`src/rtl/snake_pkg.sv`:
```
// Shared types and sizes for the snake game datapath (score counter and display).
package snake_pkg;
  localparam int SCORE_W       = 8;
  localparam int LEVEL_W       = 3;
  localparam int MAX_SCORE_DEF = 99;

  typedef enum logic [1:0] {
    IDLE = 2'd0,
    RUN  = 2'd1,
    OVER = 2'd2
  } state_e;
endpackage

```
`src/rtl/score_counter_rise_detect.sv`:
```
// Registered rising-edge detector; rise_o is high for the cycle in which d_i goes 0->1.
module rise_detect (
  input  logic clk,
  input  logic rst_n,
  input  logic d_i,
  output logic rise_o
);
  logic d_q;

  always_ff @(posedge clk or negedge rst_n) begin
    if (!rst_n) d_q <= 1'b0;
    else        d_q <= d_i;
  end

  assign rise_o = d_i & ~d_q;
endmodule

```
`src/rtl/score_counter.sv`:
```
// Game score counter: counts eat edges while running, saturates, derives speed level.
// Optional session high score / new-record tracking under SCORE_HIGH_SCORE_EN.
module score_counter
  import snake_pkg::*;
#(
  parameter int MAX_SCORE       = MAX_SCORE_DEF,
  parameter int POINTS_PER_FOOD = 1,
  parameter int LEVEL_STEP      = 10,
  parameter int MAX_LEVEL       = 7
) (
  input  logic               clk,
  input  logic               rst_n,
  input  logic               game_start,
  input  logic               game_over,
  input  logic               eat,
  output logic [SCORE_W-1:0] score,
  output logic [LEVEL_W-1:0] level,
  output logic               running,
  output logic [SCORE_W-1:0] high_score,
  output logic               new_record
);
  state_e             state_q, state_d;
  logic [SCORE_W-1:0] score_q, score_d, step_q, step_d;
  logic [SCORE_W-1:0] sum, add, step_sum;
  logic [LEVEL_W-1:0] level_q, level_d;
  logic               eat_rise, count, clear;

  rise_detect u_eat_rise (
    .clk    (clk),
    .rst_n  (rst_n),
    .d_i    (eat),
    .rise_o (eat_rise)
  );

  // Only the points that actually land in the score feed the level step counter.
  assign sum      = score_q + SCORE_W'(POINTS_PER_FOOD);
  assign add      = (sum > SCORE_W'(MAX_SCORE)) ? SCORE_W'(MAX_SCORE) - score_q
                                                 : SCORE_W'(POINTS_PER_FOOD);
  assign step_sum = step_q + add;

  always_comb begin
    state_d = state_q;
    score_d = score_q;
    level_d = level_q;
    step_d  = step_q;
    clear   = 1'b0;
    count   = 1'b0;
    if (game_start) begin
      state_d = RUN;
      clear   = 1'b1;
    end else begin
      case (state_q)
        IDLE:    state_d = IDLE;
        RUN: begin
          if (game_over)     state_d = OVER;
          else if (eat_rise) count   = 1'b1;
        end
        OVER:    state_d = OVER;
        default: state_d = IDLE;
      endcase
    end
    if (clear) begin
      score_d = '0;
      level_d = '0;
      step_d  = '0;
    end else if (count) begin
      score_d = score_q + add;
      if (step_sum >= SCORE_W'(LEVEL_STEP)) begin
        step_d = step_sum - SCORE_W'(LEVEL_STEP);
        if (level_q < LEVEL_W'(MAX_LEVEL)) level_d = level_q + 1'b1;
      end else begin
        step_d = step_sum;
      end
    end
  end

  always_ff @(posedge clk or negedge rst_n) begin
    if (!rst_n) begin
      state_q <= IDLE;
      score_q <= '0;
      level_q <= '0;
      step_q  <= '0;
    end else begin
      state_q <= state_d;
      score_q <= score_d;
      level_q <= level_d;
      step_q  <= step_d;
    end
  end

  assign score   = score_q;
  assign level   = level_q;
  assign running = (state_q == RUN);

`ifdef SCORE_HIGH_SCORE_EN
  logic [SCORE_W-1:0] high_q;
  logic               rec_q;

  // high_q survives game_start; only reset clears it.
  always_ff @(posedge clk or negedge rst_n) begin
    if (!rst_n) begin
      high_q <= '0;
      rec_q  <= 1'b0;
    end else if (clear) begin
      rec_q  <= 1'b0;
    end else if (count && (score_d > high_q)) begin
      high_q <= score_d;
      rec_q  <= 1'b1;
    end
  end

  assign high_score = high_q;
  assign new_record = rec_q;
`else
  assign high_score = '0;
  assign new_record = 1'b0;
`endif
endmodule

```
`config.mk`:
```
export PLATFORM = sky130hd
export DESIGN_NAME = score_counter
export DESIGN_NICKNAME = d
export VERILOG_FILES = /design/src/rtl/snake_pkg.sv /design/src/rtl/score_counter_rise_detect.sv /design/src/rtl/score_counter.sv
export SDC_FILE = /design/constraint.sdc
export NUM_CORES = 1
export LEC_CHECK = 0
export CAP_MARGIN = 20
export CORE_AREA = 2 2 63 65
export DETAILED_ROUTE_END_ITERATION = 8
export DIE_AREA = 0 0 65 67
export PLACE_DENSITY = 0.84
export SLEW_MARGIN = 25
export SYNTH_ARGS = -nofsm -noshare
export SYNTH_HDL_FRONTEND = slang
export SYNTH_SLANG_ARGS = --single-unit
```
`constraint.sdc`:
```
create_clock -name clk -period 13.2 [get_ports clk]
set_input_delay 2.64 -clock clk [delete_from_list [all_inputs] [get_ports clk]]
set_output_delay 2.64 -clock clk [all_outputs]
set_load 0.05 [all_outputs]
```
## After elaboration in Yosys (flattened, before gate mapping)

Cells that the tools add are included.

| cells by class | value |
|---|---|
| add/sub/neg operators | 6 |
| $lt $le $gt $ge | 3 |
| equality and inequality tests | 3 |
| mux-type cells | 18 |
| bitwise operators | 2 |
| reductions and logical operators | 4 |

Operators by type and width:

| cell | count |
|---|---|
| 2-to-1 mux 8 bit | 6 |
| adder 8 bit | 2 |
| 2-to-1 mux 3 bit | 4 |
| adder 8 x 1 -> 8 bit (second input constant) | 1 |
| >= comparator 8 x 4 -> 1 bit (second input constant) | 1 |
| > comparator 8 x 7 -> 1 bit (second input constant) | 1 |
| subtractor 7 x 8 -> 8 bit (first input constant) | 1 |
| subtractor 8 x 4 -> 8 bit (second input constant) | 1 |
| nonzero test 2 bit | 3 |
| 2-to-1 mux 1 bit | 5 |
| 2-to-1 mux 2 bit | 2 |
| one-hot mux 2 bit (2 select lines) | 1 |
| adder 3 x 1 -> 3 bit (second input constant) | 1 |
| less-than comparator 3 bit (second input constant) | 1 |
| != test 3 bit (second input constant) | 1 |
| AND reduction 3 bit | 1 |
| equality test 2 x 1 -> 1 bit (second input constant) | 1 |
| equality test 2 bit (second input constant) | 1 |
| bitwise AND 1 bit | 1 |
| inverter 1 bit | 1 |

| storage, ports and cells | value |
|---|---|
| bits in registers | 22 |
| bits of input ports | 5 |
| output and inout bits | 21 |
| word-level logic and storage cells | 41 |

## Depth between registers and ports, before layout

Gate-level depths: netlist of run 1.

| depth | value |
|---|---|
| word-level depth | 8 |
| gate-level depth with buffers | 17 |
| depth with buffers taken out | 16 |

## Modules after synthesis

Synthesis of run 1 repeated with hierarchy kept, for this count alone.

| second synthesis, totals | value |
|---|---|
| cell total of the unflattened synthesis | 260 |
| area total of the unflattened synthesis | 2200.9 um^2 |

By module, submodules not included:

| module | times used | cells an instance | area an instance (um^2) | seq. area each (um^2) |
|---|---|---|---|---|
| score_counter | 1 | 258 | 2162.1 | 525.5 |
| rise_detect | 1 | 2 | 38.8 | 25.0 |

## Least setup slack after synthesis of run 1

OpenSTA, ideal clock, no wires.

| path | value |
|---|---|
| path type | reg2reg |
| start point | register score_q[2], in the netlist score[2] |
| end point | register step_q[2] |
| library setup time | 0.094 ns |
| data arrival time | 4.730 ns |
| data required time | 13.106 ns |
| setup slack | 8.376 ns |
| cell stages (with the launch flop) | 17 |
| path buffers | 2 |
| clock period less this slack | 4.824 ns |
| path through | dfrtp_1 > buf_2 > nand4_1 > o211a_1 > a211oi_2 > or2_2 > clkbuf_1 > nor2_1 > ha_1 > a211oi_2 > nor2_1 > or4_1 > a31oi_2 > xnor3_2 > nor3_4 > mux2_2 > a211oi_1 |

| on the way | value |
|---|---|
| word-level cells in the longest chain between the ends | 8 |
| elaborated cells between the ends (all ways) | 10 |
| those cells by class | add/sub (4); order compare (2); mux (4) |

Ends and longest elaborated chain:

| what | line | RTL |
|---|---|---|
| from (decl) | score_counter.sv:23 | `logic [SCORE_W-1:0] score_q, score_d, step_q, step_d;` |
| from (signal assigned) | score_counter.sv:85 | `score_q <= score_d;` |
| adder 8 x 1 -> 8 bit | score_counter.sv:36 | `assign sum = score_q + SCORE_W'(POINTS_PER_FOOD);` |
| > comparator 8 x 7 -> 1 bit | score_counter.sv:37 | `assign add = (sum > SCORE_W'(MAX_SCORE)) ? SCORE_W'(MAX_SCORE) - score_q` |
| 2-to-1 mux 8 bit * | score_counter.sv:37 |  |
| adder 8 bit * | score_counter.sv:39 | `assign step_sum = step_q + add;` |
| subtractor 8 x 4 -> 8 bit / >= comparator 8 x 4 -> 1 bit (equally long branches) | score_counter.sv:69, score_counter.sv:68 |  |
| 2-to-1 mux 8 bit * | score_counter.sv:68 | `if (step_sum >= SCORE_W'(LEVEL_STEP)) begin` |
| 2-to-1 mux 8 bit * | score_counter.sv:66 | `end else if (count) begin` |
| 2-to-1 mux 8 bit * | score_counter.sv:62 | `if (clear) begin` |
| to (signal assigned) | score_counter.sv:87 | `step_q <= step_d;` |
| to (decl) | score_counter.sv:23 |  |

Every way passes the cells marked *; elsewhere a longest branch is shown, timed or not. The select of a mux whose other input is x is not followed.
A chain may end at the register's enable or synchronous reset.

## Worst setup path after layout of run 1

| path | value |
|---|---|
| start point | register score_q[3], in the netlist score[3] |
| end point | register step_q[2] |

The elaborated chain is that of the path after synthesis.

==> impl_results.md, run 1 <==
- Pleak: 0.934 nW
- Antenna violations before repair: 0
- Post-CTS Setup Bufs: 0
- Initial Utilization: 55.9%
- Pwr dens: 64.8 nW/µm²
- Number of flops mapped to enable cells by yosys: 0
- Sink Count: 22
- CTS Buffer Depth: 2
- CTS Hold Buffers Added: 0
- Die area: 4360 µm²
- Final Hold Viols: 0
- Multi-input gate area: 1340 µm²
- Vias in the first global route: 1805
- Synth Instances: 251
- Actual slew at the worst max-slew pin: 0.686 ns
- Skew final: 0.00640 ns
- Diodes inserted: 0
- Post-Route WL: 4.59 mm
- Critical path endpoint category: flip-flop
- PnR worst setup slack: 8.42 ns
- Yosys warning count: 0
- Worst-path clk slew: 0.08 ns
- Worst path required time: 13.36 ns
- Post-Place Worst Slack: 8.51 ns
- 1st-pass router iterations: 4
- Part of the power in combinational logic: 17.2%
- Sw Pwr: 0.0412 mW
- CTS tree: built
- Crit path to: step_q[2]
- R2r endpoint: step_q[2]
- Initial DRC Count: 176
- Final setup fails: 0
- IO Pins: 26
- Root Driver: clkbuf_8
- Synth Flop Type: dfrtp_1
- Area growth syn-to-layout: 9.93%
- CTS buffer count: 3
- Rel. slew slack: 54.1%
- GRT Residual Overflow: 0
- Total core area: 3610 µm²
- Vias post-DR: 1864
- Sequential area share after synthesis: 27.3%
- Min-delay worst type: reg2reg
- Status: completed
- Cell variety after synth: 56
- Worst r2r src: score[3]
- Global Route Usage Sum: 22.7%
- Internal power: 0.102 mW
- Reg2reg path depth: 14
- Layout cell share with drive strength beyond 1: 6.15%
- Nets: 282
- Net Sw Frac: 28.7%
- Final period util: 36.2%
- Die width: 65 µm
- Site Rows: 22
- # DRC: 0
- Reg-to-reg slack, setup: 8.42 ns
- Min Clock Period, post-route: 4.78 ns
- Fmax: 0.209 GHz
- Vias per cell: 6.05
- RSZ-0062 raised after global routing: false
- Max-cap violations: 0
- Largest net degree at the start of global routing: 25
- #FFs+latches synth: 22
- Hold_sp: state_q[0]
- CP max-delay cell: dfrtp_1
- Worst-Skew Late Latency: 0.26 ns
- Seq pwr share: 48.9%
- Max VDD drop: 0.0388 mV
- CTS resizes: 0
- Critical-path cell list: nand4_1 -> o211a_1 -> a211oi_2 -> or2_2 -> nor2_1 -> ha_1 -> a211oi_2 -> nor2_1 -> or4_1 -> a31oi_2 -> xnor3_2 -> nor3_4 -> mux2_2 -> a211oi_1
- Chip height: 67 µm
- Worst EP arrival: 4.94 ns
- WL/cell: 14.9 µm
- Max incr delay on CP: 0.58 ns
- Critical Path Source Type: flip-flop
- Final Core Density: 61.5%
- Buffers on Ports: 16
- Detail Route Antenna Nets: 0
- Clock share of power: 33.8%
- Setup CP Type: reg2reg
- Sequential cell area: 551 µm²
- Post-layout power: 0.144 mW
- Dpl hpwl: 3.34 mm
- Synth Area per Inst: 8.03 µm²
- Worst setup path start: score[3]
- Crit path max fanout: 14
- Layout fillers: 324
- H-Tree Depth: 1
- First-pass GRT wire length: 7.87 mm
- Post-route setup TNS: 0 ns
- GP Congestion: 0.863
- Ys async rst share: 100%
- Max-slew violation count: 0
- Mapped Area: 2020 µm²
==> cells in the mapped netlist (2+ instances only) <==
cell       count  area share, %
nand2_1       29            5.4
dfrtp_1       22             27
nor2_1        18            3.4
o21ai_0       18            4.5
a21oi_1       15            3.7
ha_1          15            9.3
inv_1         13            2.4
buf_4          9            3.4
nor3_1         9            2.2
clkbuf_1       8            1.5
nand3_1        8            2.0
xnor2_1        6            2.6
a31oi_1        4            1.2
o21a_1         4            1.5
or3_1          4            1.2
a211oi_1       3            1.1
a21o_1         3            1.1
buf_2          3           0.74
nand2b_1       3           0.93
o2111ai_1      3            1.3
o21bai_1       3            1.1
or2_2          3           0.93
xor2_1         3            1.3
a211o_1        2           0.87
a211oi_2       2            1.2
a41oi_1        2           0.87
and2_1         2           0.62
nand3b_1       2           0.74
nor2b_1        2           0.62
nor3b_1        2           0.74
nor4_1         2           0.62
o211ai_1       2           0.74
o31a_1         2           0.87
o31ai_1        2           0.74
or4_1          2           0.74
==> worst max-delay path: cells and delay by family (launching register included) <==
family                   cells  cell delay (ns)
XOR/XNOR                     1             0.45
AO/OA/AOI/OAI                5             1.34
multiplexers                 1             0.39
adder cells (fa/ha/maj)      1             0.31
AND/OR/NAND/NOR              6             1.60
flip-flops                   1             0.58
==> flip-flops by register name (all words and copies together) (netlist names) <==
name,count
state_q,2
step_q,8
u_eat_rise.d_q,1
score,8
level,3
==> how the worst min path moves through the flow <==
| stage | cells after the start | slack (ns) | to |
|---|---|---|---|
| 3_5_place_dp | 2 | 0.50 | state_q[0] |
| 4_1_cts | 2 | 0.53 | step_q[5] |
| 5_1_grt | 2 | 0.55 | state_q[0] |
| 3_3_place_gp | 2 | 0.49 | state_q[0] |
| 6_report | 2 | 0.53 | state_q[0] |
| 2_1_floorplan | 2 | 0.45 | state_q[0] |
==> area by class of cell <==
type                    instances  share of cell area (%)
clock buffers                   4                    2.48
flip-flops and latches         22                    24.8
multi-input cells             204                    60.4
well taps                      48                    2.71
inverters                      13                    2.20
repair buffers                 17                    7.34
==> power by group through the flow <==
stage / Sequential, mW / Combinational (mW) / Clock (mW)
2_1_floorplan: 0.0718 / 0.0198 / 0
3_3_place_gp: 0.0715 / 0.0240 / 0
3_5_place_dp: 0.0716 / 0.0246 / 0
4_1_cts: 0.0703 / 0.0248 / 0.0495
5_1_grt: 0.0705 / 0.0269 / 0.0517
6_report: 0.0703 / 0.0248 / 0.0486
==> placed cells by master (no fill, tap or decap), types with 2 or more instances in the layout <==
cell type,n
a21o_1,3
a211oi_1,3
dfrtp_1,22
o31a_1,2
nand2_1,29
nand3b_1,2
o21a_1,4
conb_1,9
a21oi_1,15
nand3_1,8
a31oi_1,4
and2_1,2
xnor2_1,6
ha_1,15
clkdlybuf4s50_1,15
nor2_1,18
o2111ai_1,3
nor3_1,9
o211ai_1,2
or2_2,3
a211o_1,2
nor2b_1,2
xor2_1,3
a211oi_2,2
o31ai_1,2
or4_1,2
a41oi_1,2
inv_1,13
clkbuf_8,4
or3_1,4
nor4_1,2
o21ai_0,18
nand2b_1,3
o21bai_1,3
==> cells by family after synthesis <==
logic type	share of synthesized area (%)
AND/OR/NAND/NOR	22.9
AO/OA/AOI/OAI	25.6
buffers and inverters	8.01
flip-flops	27.3
adder cells (fa/ha/maj)	10.3
XOR/XNOR	5.09
other	0.186
multiplexers	0.559
==> per-stage QoR <==
stage          hold slack (ns)  area [µm²]  instances
2_1_floorplan            0.454        2050        259
3_3_place_gp             0.486        2170        304
3_5_place_dp             0.503        2170        304
4_1_cts                  0.526        2220        308
5_1_grt                  0.554        2220        308
6_report                 0.530        2220        308
==> per-layer routing <==
| layer | global-route usage [%] | up-vias | routed length [µm] |
|---|---|---|---|
| met3 | 2.87 | 6 | 185 |
| met5 | 0 | - | 0 |
| li1 | - | 912 | - |
| met4 | 8.51 | 0 | 56 |
| met1 | 27.0 | 894 | 2030 |
| met2 | 41.5 | 52 | 2320 |
(Power assumes the default switching activity.)
==> inputs of run 2 (changes only) <==
clock period = 4.9 ns   (was 13.2 ns; I/O delays follow)
==> impl_results.md, run 2 (same netlist as run 1, synthesis figures left out) <==
- Status: completed (unchanged)
- First-pass GRT wire length: 7.86 mm (was 7.87 mm)
- Skew final: 0.00187 ns (was 0.00640 ns)
- Worst r2r src: score[2] (was score[3])
- Worst-Skew Late Latency: 0.27 ns (was 0.26 ns)
- Initial Utilization: 55.9% (unchanged)
- Actual slew at the worst max-slew pin: 0.711 ns (was 0.686 ns)
- Max VDD drop: 0.0751 mV (was 0.0388 mV)
- Post-Route WL: 4.61 mm (was 4.59 mm)
- Min-delay worst type: reg2reg (unchanged)
- 1st-pass router iterations: 4 (unchanged)
- R2r endpoint: step_q[2] (unchanged)
- Reg-to-reg slack, setup: 0.27 ns (was 8.42 ns)
- CTS Hold Buffers Added: 0 (unchanged)
- CTS tree: built (unchanged)
- Detail Route Antenna Nets: 0 (unchanged)
- Area after DPL: 2180 µm² (was 2170 µm²)
- CTS resizes: 0 (unchanged)
- Worst hold slack: 0.496 ns (was 0.530 ns)
- Crit path max fanout: 14 (unchanged)
- Design area: 2230 µm² (was 2220 µm²)
- Root Driver: clkbuf_8 (unchanged)
- Die area: 4360 µm² (unchanged)
- GRT Residual Overflow: 0 (unchanged)
- Post-CTS Setup Bufs: 0 (unchanged)
- Vias post-DR: 1892 (was 1864)
- Post-route setup TNS: 0 ns (unchanged)
- Final Hold Viols: 0 (unchanged)
- Worst hold stages: 2 (unchanged)
- PnR worst setup slack: 0.269 ns (was 8.42 ns)
- # DRC: 0 (unchanged)
- Chip height: 67 µm (unchanged)
- Initial DRC Count: 195 (was 176)
- Critical Path Source Type: flip-flop (unchanged)
- Critical path endpoint category: flip-flop (unchanged)
- Most common cell after layout, fill and taps aside: nand2_1 (unchanged)
- IO Pins: 26 (unchanged)
- Vias in the first global route: 1761 (was 1805)
- Multi-input gate area: 1340 µm² (unchanged)
- Buffers on Ports: 16 (unchanged)
- CTS buffer count: 3 (unchanged)
- Layout fillers: 318 (was 324)
- Nets: 284 (was 282)
- Pwr dens: 174 nW/µm² (was 64.8 nW/µm²)
- CTS Buffer Depth: 2 (unchanged)
- Area growth syn-to-layout: 10.8% (was 9.93%)
- Total core area: 3610 µm² (unchanged)
- Hold_sp: state_q[0] (unchanged)
- Post-Place Worst Slack: 0.242 ns (was 8.51 ns)
- RSZ-0062 raised after global routing: false (unchanged)
- Reg2reg path depth: 14 (unchanged)
- Pleak: 0.941 nW (was 0.934 nW)
- Min Clock Period, post-route: 4.63 ns (was 4.78 ns)
- H-Tree Depth: 1 (unchanged)
- Global Route Usage Sum: 23.4% (was 22.7%)
- WL/cell: 14.9 µm (about the same)
- Worst path required time: 5.07 ns (was 13.36 ns)
- Sequential cell area: 553 µm² (was 551 µm²)
- Rel. slew slack: 52.4% (was 54.1%)
- Fmax: 0.216 GHz (was 0.209 GHz)
- Die width: 65 µm (unchanged)
- Worst EP arrival: 4.80 ns (was 4.94 ns)
- Diodes inserted: 0 (unchanged)
- Largest net degree at the start of global routing: 25 (unchanged)
- Worst-path clk slew: 0.08 ns (about the same)
- Max-cap violations: 0 (unchanged)
- Vias per cell: 6.10 (was 6.05)
- Layout cell share with drive strength beyond 1: 7.63% (was 6.15%)
- Final setup fails: 0 (unchanged)
- Sink Count: 22 (unchanged)
- Site Rows: 22 (unchanged)
- Antenna violations before repair: 0 (unchanged)
- Max-slew violation count: 0 (unchanged)
- Dpl hpwl: 3.46 mm (was 3.34 mm)
- Most frequent cells in the layout: nand2_1 (29), dfrtp_1 (20), nor2_1 (18) (was nand2_1 (29), dfrtp_1 (22), o21ai_0 (18), nor2_1 (18))
- Setup CP Type: reg2reg (unchanged)
- Final period util: 94.5% (was 36.2%)
- GP Congestion: 0.910 (was 0.863)
- Hold Crit Endpoint: state_q[0] (unchanged)
## run 2: area by class of cell
class,instances,area share (%)
Clock buffer,4,2.46
Sequential cell,22,24.8
Multi-Input combinational cell,204,59.9
Timing Repair Buffer,19,7.96
Inverter,13,2.18
Tap cell,48,2.69
## run 2: where the power goes
group          switching (mW)  total [mW]  internal [mW]
Clock                  0.0616       0.133         0.0718
Combinational          0.0474      0.0660         0.0186
Sequential            0.00324       0.189          0.186
Total                   0.112       0.388          0.276
## run 2: worst max path at each step
stage	end	start	cells past startpoint
after floorplan	step_q[2]	score[2]	16
after detailed placement	step_q[2]	score[3]	14
final	step_q[2]	score[2]	14
after CTS	step_q[2]	score[3]	14
after global placement	step_q[2]	score[3]	14
after global routing	step_q[2]	score[2]	14
## run 2: per-stage QoR
step | total power [mW] | util (%) | cells
floorplan | 0.247 | - | 259
global placement | 0.257 | 60.5 | 306
detailed placement | 0.259 | 60.5 | 306
CTS | 0.391 | 62.0 | 310
global route | 0.401 | 61.9 | 310
finish | 0.388 | 61.9 | 310
## run 2: critical path, cell delays in order (launching register included)
cell,delay (ns)
dfrtp_2,0.49
ha_1,0.27
o211a_1,0.24
a211oi_2,0.37
or2_2,0.32
nor2_1,0.10
ha_1,0.31
a211oi_2,0.27
nor2_1,0.12
or4_1,0.43
a31oi_2,0.20
xnor3_2,0.43
nor3_4,0.35
mux2_2,0.38
a211oi_1,0.22
## run 2: routing by layer
layer | vias up | global-route usage [%] | part of all wire (%)
met5 | - | 0 | 0
met4 | 0 | 10.6 | 2.1
met3 | 9 | 1.01 | 2.6
met2 | 49 | 40.3 | 50
met1 | 918 | 30.4 | 45
li1 | 916 | - | -
==> inputs of run 3 (changes only) <==
clock period = 5.1 ns   (was 4.9 ns; I/O delays follow)
==> impl_results.md, run 3 (same netlist as run 1, synthesis figures left out) <==
- Layout fillers: 317 (was 318)
- Vias in the first global route: 1731 (was 1761)
- Final setup fails: 0 (unchanged)
- RSZ-0062 raised after global routing: false (unchanged)
- Worst hold stages: 2 (unchanged)
- Worst EP arrival: 4.91 ns (was 4.80 ns)
- Internal power: 0.265 mW (was 0.276 mW)
- Worst r2r src: score[3] (was score[2])
- Vias per cell: 5.91 (was 6.10)
- Initial DRC Count: 210 (was 195)
- CTS tree: built (unchanged)
- Global Route Usage Sum: 22.9% (was 23.4%)
- Chip height: 67 µm (unchanged)
- Reg-to-reg slack, setup: 0.36 ns (was 0.27 ns)
- Root Driver: clkbuf_8 (unchanged)
- CTS buffer count: 3 (unchanged)
- Pleak: 0.945 nW (was 0.941 nW)
- Rel. slew slack: 53.1% (was 52.4%)
- IO Pins: 26 (unchanged)
- Design area: 2230 µm² (about the same)
- Clock share of power: 34.4% (was 34.3%)
- Worst path bufs/invs: 0 (unchanged)
- Delay-heaviest family, CP: simple AND/OR/NAND/NOR gates (unchanged)
- Max VDD drop: 0.0842 mV (was 0.0751 mV)
- Largest net degree at the start of global routing: 25 (unchanged)
- Sink Count: 22 (unchanged)
- R2r endpoint: step_q[2] (unchanged)
- Final period util: 93.0% (was 94.5%)
- H-Tree Depth: 1 (unchanged)
- CP max-delay cell: dfrtp_1 (was dfrtp_2)
- Max-cap violations: 0 (unchanged)
- Critical Path Source Type: flip-flop (unchanged)
- Fmax: 0.211 GHz (was 0.216 GHz)
- Crit path max fanout: 14 (unchanged)
- First-pass GRT wire length: 7.85 mm (was 7.86 mm)
- Nets: 284 (unchanged)
- Sw Pwr: 0.109 mW (was 0.112 mW)
- Critical-path cell list: nand4_1 -> o211a_1 -> a211oi_2 -> or2_2 -> nor2_1 -> ha_1 -> a211oi_2 -> nor2_1 -> or4_1 -> a31oi_2 -> xnor3_2 -> nor3_4 -> mux2_2 -> a211oi_1 (was ha_1 -> o211a_1 -> a211oi_2 -> or2_2 -> nor2_1 -> ha_1 -> a211oi_2 -> nor2_1 -> or4_1 -> a31oi_2 -> xnor3_2 -> nor3_4 -> mux2_2 -> a211oi_1)
- Most common cell after layout, fill and taps aside: nand2_1 (unchanged)
- Area after DPL: 2180 µm² (unchanged)
- Hold_sp: state_q[0] (unchanged)
- Worst-path clk slew: 0.08 ns (about the same)
- Net Sw Frac: 29.0% (was 28.9%)
- Seq pwr share: 48.6% (was 48.7%)
- Antenna violations before repair: 0 (unchanged)
- Worst-Skew Late Latency: 0.27 ns (about the same)
- Detail Route Antenna Nets: 0 (unchanged)
- Die width: 65 µm (unchanged)
- Post-Route WL: 4.55 mm (was 4.61 mm)
- Most frequent cells in the layout: nand2_1 (29), dfrtp_1 (22), nor2_1 (18) (was nand2_1 (29), dfrtp_1 (20), nor2_1 (18))
- Post-CTS Setup Bufs: 0 (unchanged)
- # DRC: 0 (unchanged)
- Post-route setup TNS: 0 ns (unchanged)
- Min Clock Period, post-route: 4.74 ns (was 4.63 ns)
- Part of the power in combinational logic: 17.0% (about the same)
- Setup CP Type: reg2reg (unchanged)
- Skew final: 0.00635 ns (was 0.00187 ns)
- Reg2reg path depth: 14 (unchanged)
- Die area: 4360 µm² (unchanged)
- Pwr dens: 168 nW/µm² (was 174 nW/µm²)
- Critical path endpoint category: flip-flop (unchanged)
- Min-delay worst type: reg2reg (unchanged)
- Layout cell share with drive strength beyond 1: 6.87% (was 7.63%)
- Area growth syn-to-layout: 10.7% (was 10.8%)
- Actual slew at the worst max-slew pin: 0.701 ns (was 0.711 ns)
- Diodes inserted: 0 (unchanged)
- Initial Utilization: 55.9% (unchanged)
- WL/cell: 14.7 µm (was 14.9 µm)
- Max-slew violation count: 0 (unchanged)
- GRT Residual Overflow: 0 (unchanged)
- 1st-pass router iterations: 4 (unchanged)
- Worst path required time: 5.26 ns (was 5.07 ns)
- Total core area: 3610 µm² (unchanged)
- Status: completed (unchanged)
- CTS Buffer Depth: 2 (unchanged)
- Vias post-DR: 1833 (was 1892)
- Buffers on Ports: 16 (unchanged)
- Final Hold Viols: 0 (unchanged)
- Site Rows: 22 (unchanged)
- Hold Crit Endpoint: state_q[0] (unchanged)
- Max incr delay on CP: 0.58 ns (was 0.49 ns)
- Dpl hpwl: 3.34 mm (was 3.46 mm)
- GP Congestion: 0.860 (was 0.910)
[run 3: how the worst max path moves through the flow]
stage	from	endpoint	slack (ns)	cells after the start
2_1_floorplan	score[2]	step_q[2]	0.28	16
3_3_place_gp	score[3]	step_q[2]	0.60	14
3_5_place_dp	score[3]	step_q[2]	0.40	14
4_1_cts	score[3]	step_q[2]	0.36	14
5_1_grt	score[3]	step_q[2]	0.04	14
6_report	score[3]	step_q[2]	0.36	14
[run 3: layout make-up]
type                       count  area (µm²)  share of cell area [%]
multi-input combinational    204        1340                    60.0
sequential                    22         551                    24.7
timing repair buffer          19         178                    7.96
tap                           48        60.1                    2.69
clock buffer                   4        55.1                    2.47
inverter                      13        48.8                    2.19
[run 3: power by group through the flow]
| stage | logic (mW) | clock network (mW) | registers [mW] |
|---|---|---|---|
| global placement | 0.0623 | 0 | 0.185 |
| detailed placement | 0.0640 | 0 | 0.185 |
| global route | 0.0694 | 0.139 | 0.183 |
| floorplan | 0.0512 | 0 | 0.186 |
| CTS | 0.0642 | 0.131 | 0.182 |
| finish | 0.0636 | 0.129 | 0.182 |
[run 3: what timing repair did]
item,in CTS,in global routing
endpoints found under the setup margin,0,1
endpoints found under the hold margin,0,0
hold buffers,0,0
resized for setup,0,1
[run 3: metal layers]
metal / GRT usage [%] / vias up / part of all wire [%]
met4: 6.12 / 0 / 0.97
met5: 0 / - / 0
li1: - / 919 / -
met1: 28.8 / 865 / 45
met2: 42.4 / 45 / 51
met3: 1.52 / 4 / 3.8
[run 3: tightest hold or removal path: cells and delay by family (launching register included)]
| family | cells | cell delay, ns |
|---|---|---|
| flip-flops | 1 | 0.36 |
| AND/OR/NAND/NOR | 2 | 0.11 |
[run 3: per-stage QoR]
step	cells	hold slack, ns	utilization [%]	setup slack [ns]	power [mW]
global route	310	0.553	61.9	0.0426	0.391
finish	310	0.500	61.9	0.357	0.374
CTS	310	0.502	62.0	0.359	0.377
detailed placement	306	0.480	60.5	0.399	0.249
floorplan	259	0.454	-	0.276	0.237
global placement	306	0.479	60.5	0.597	0.247
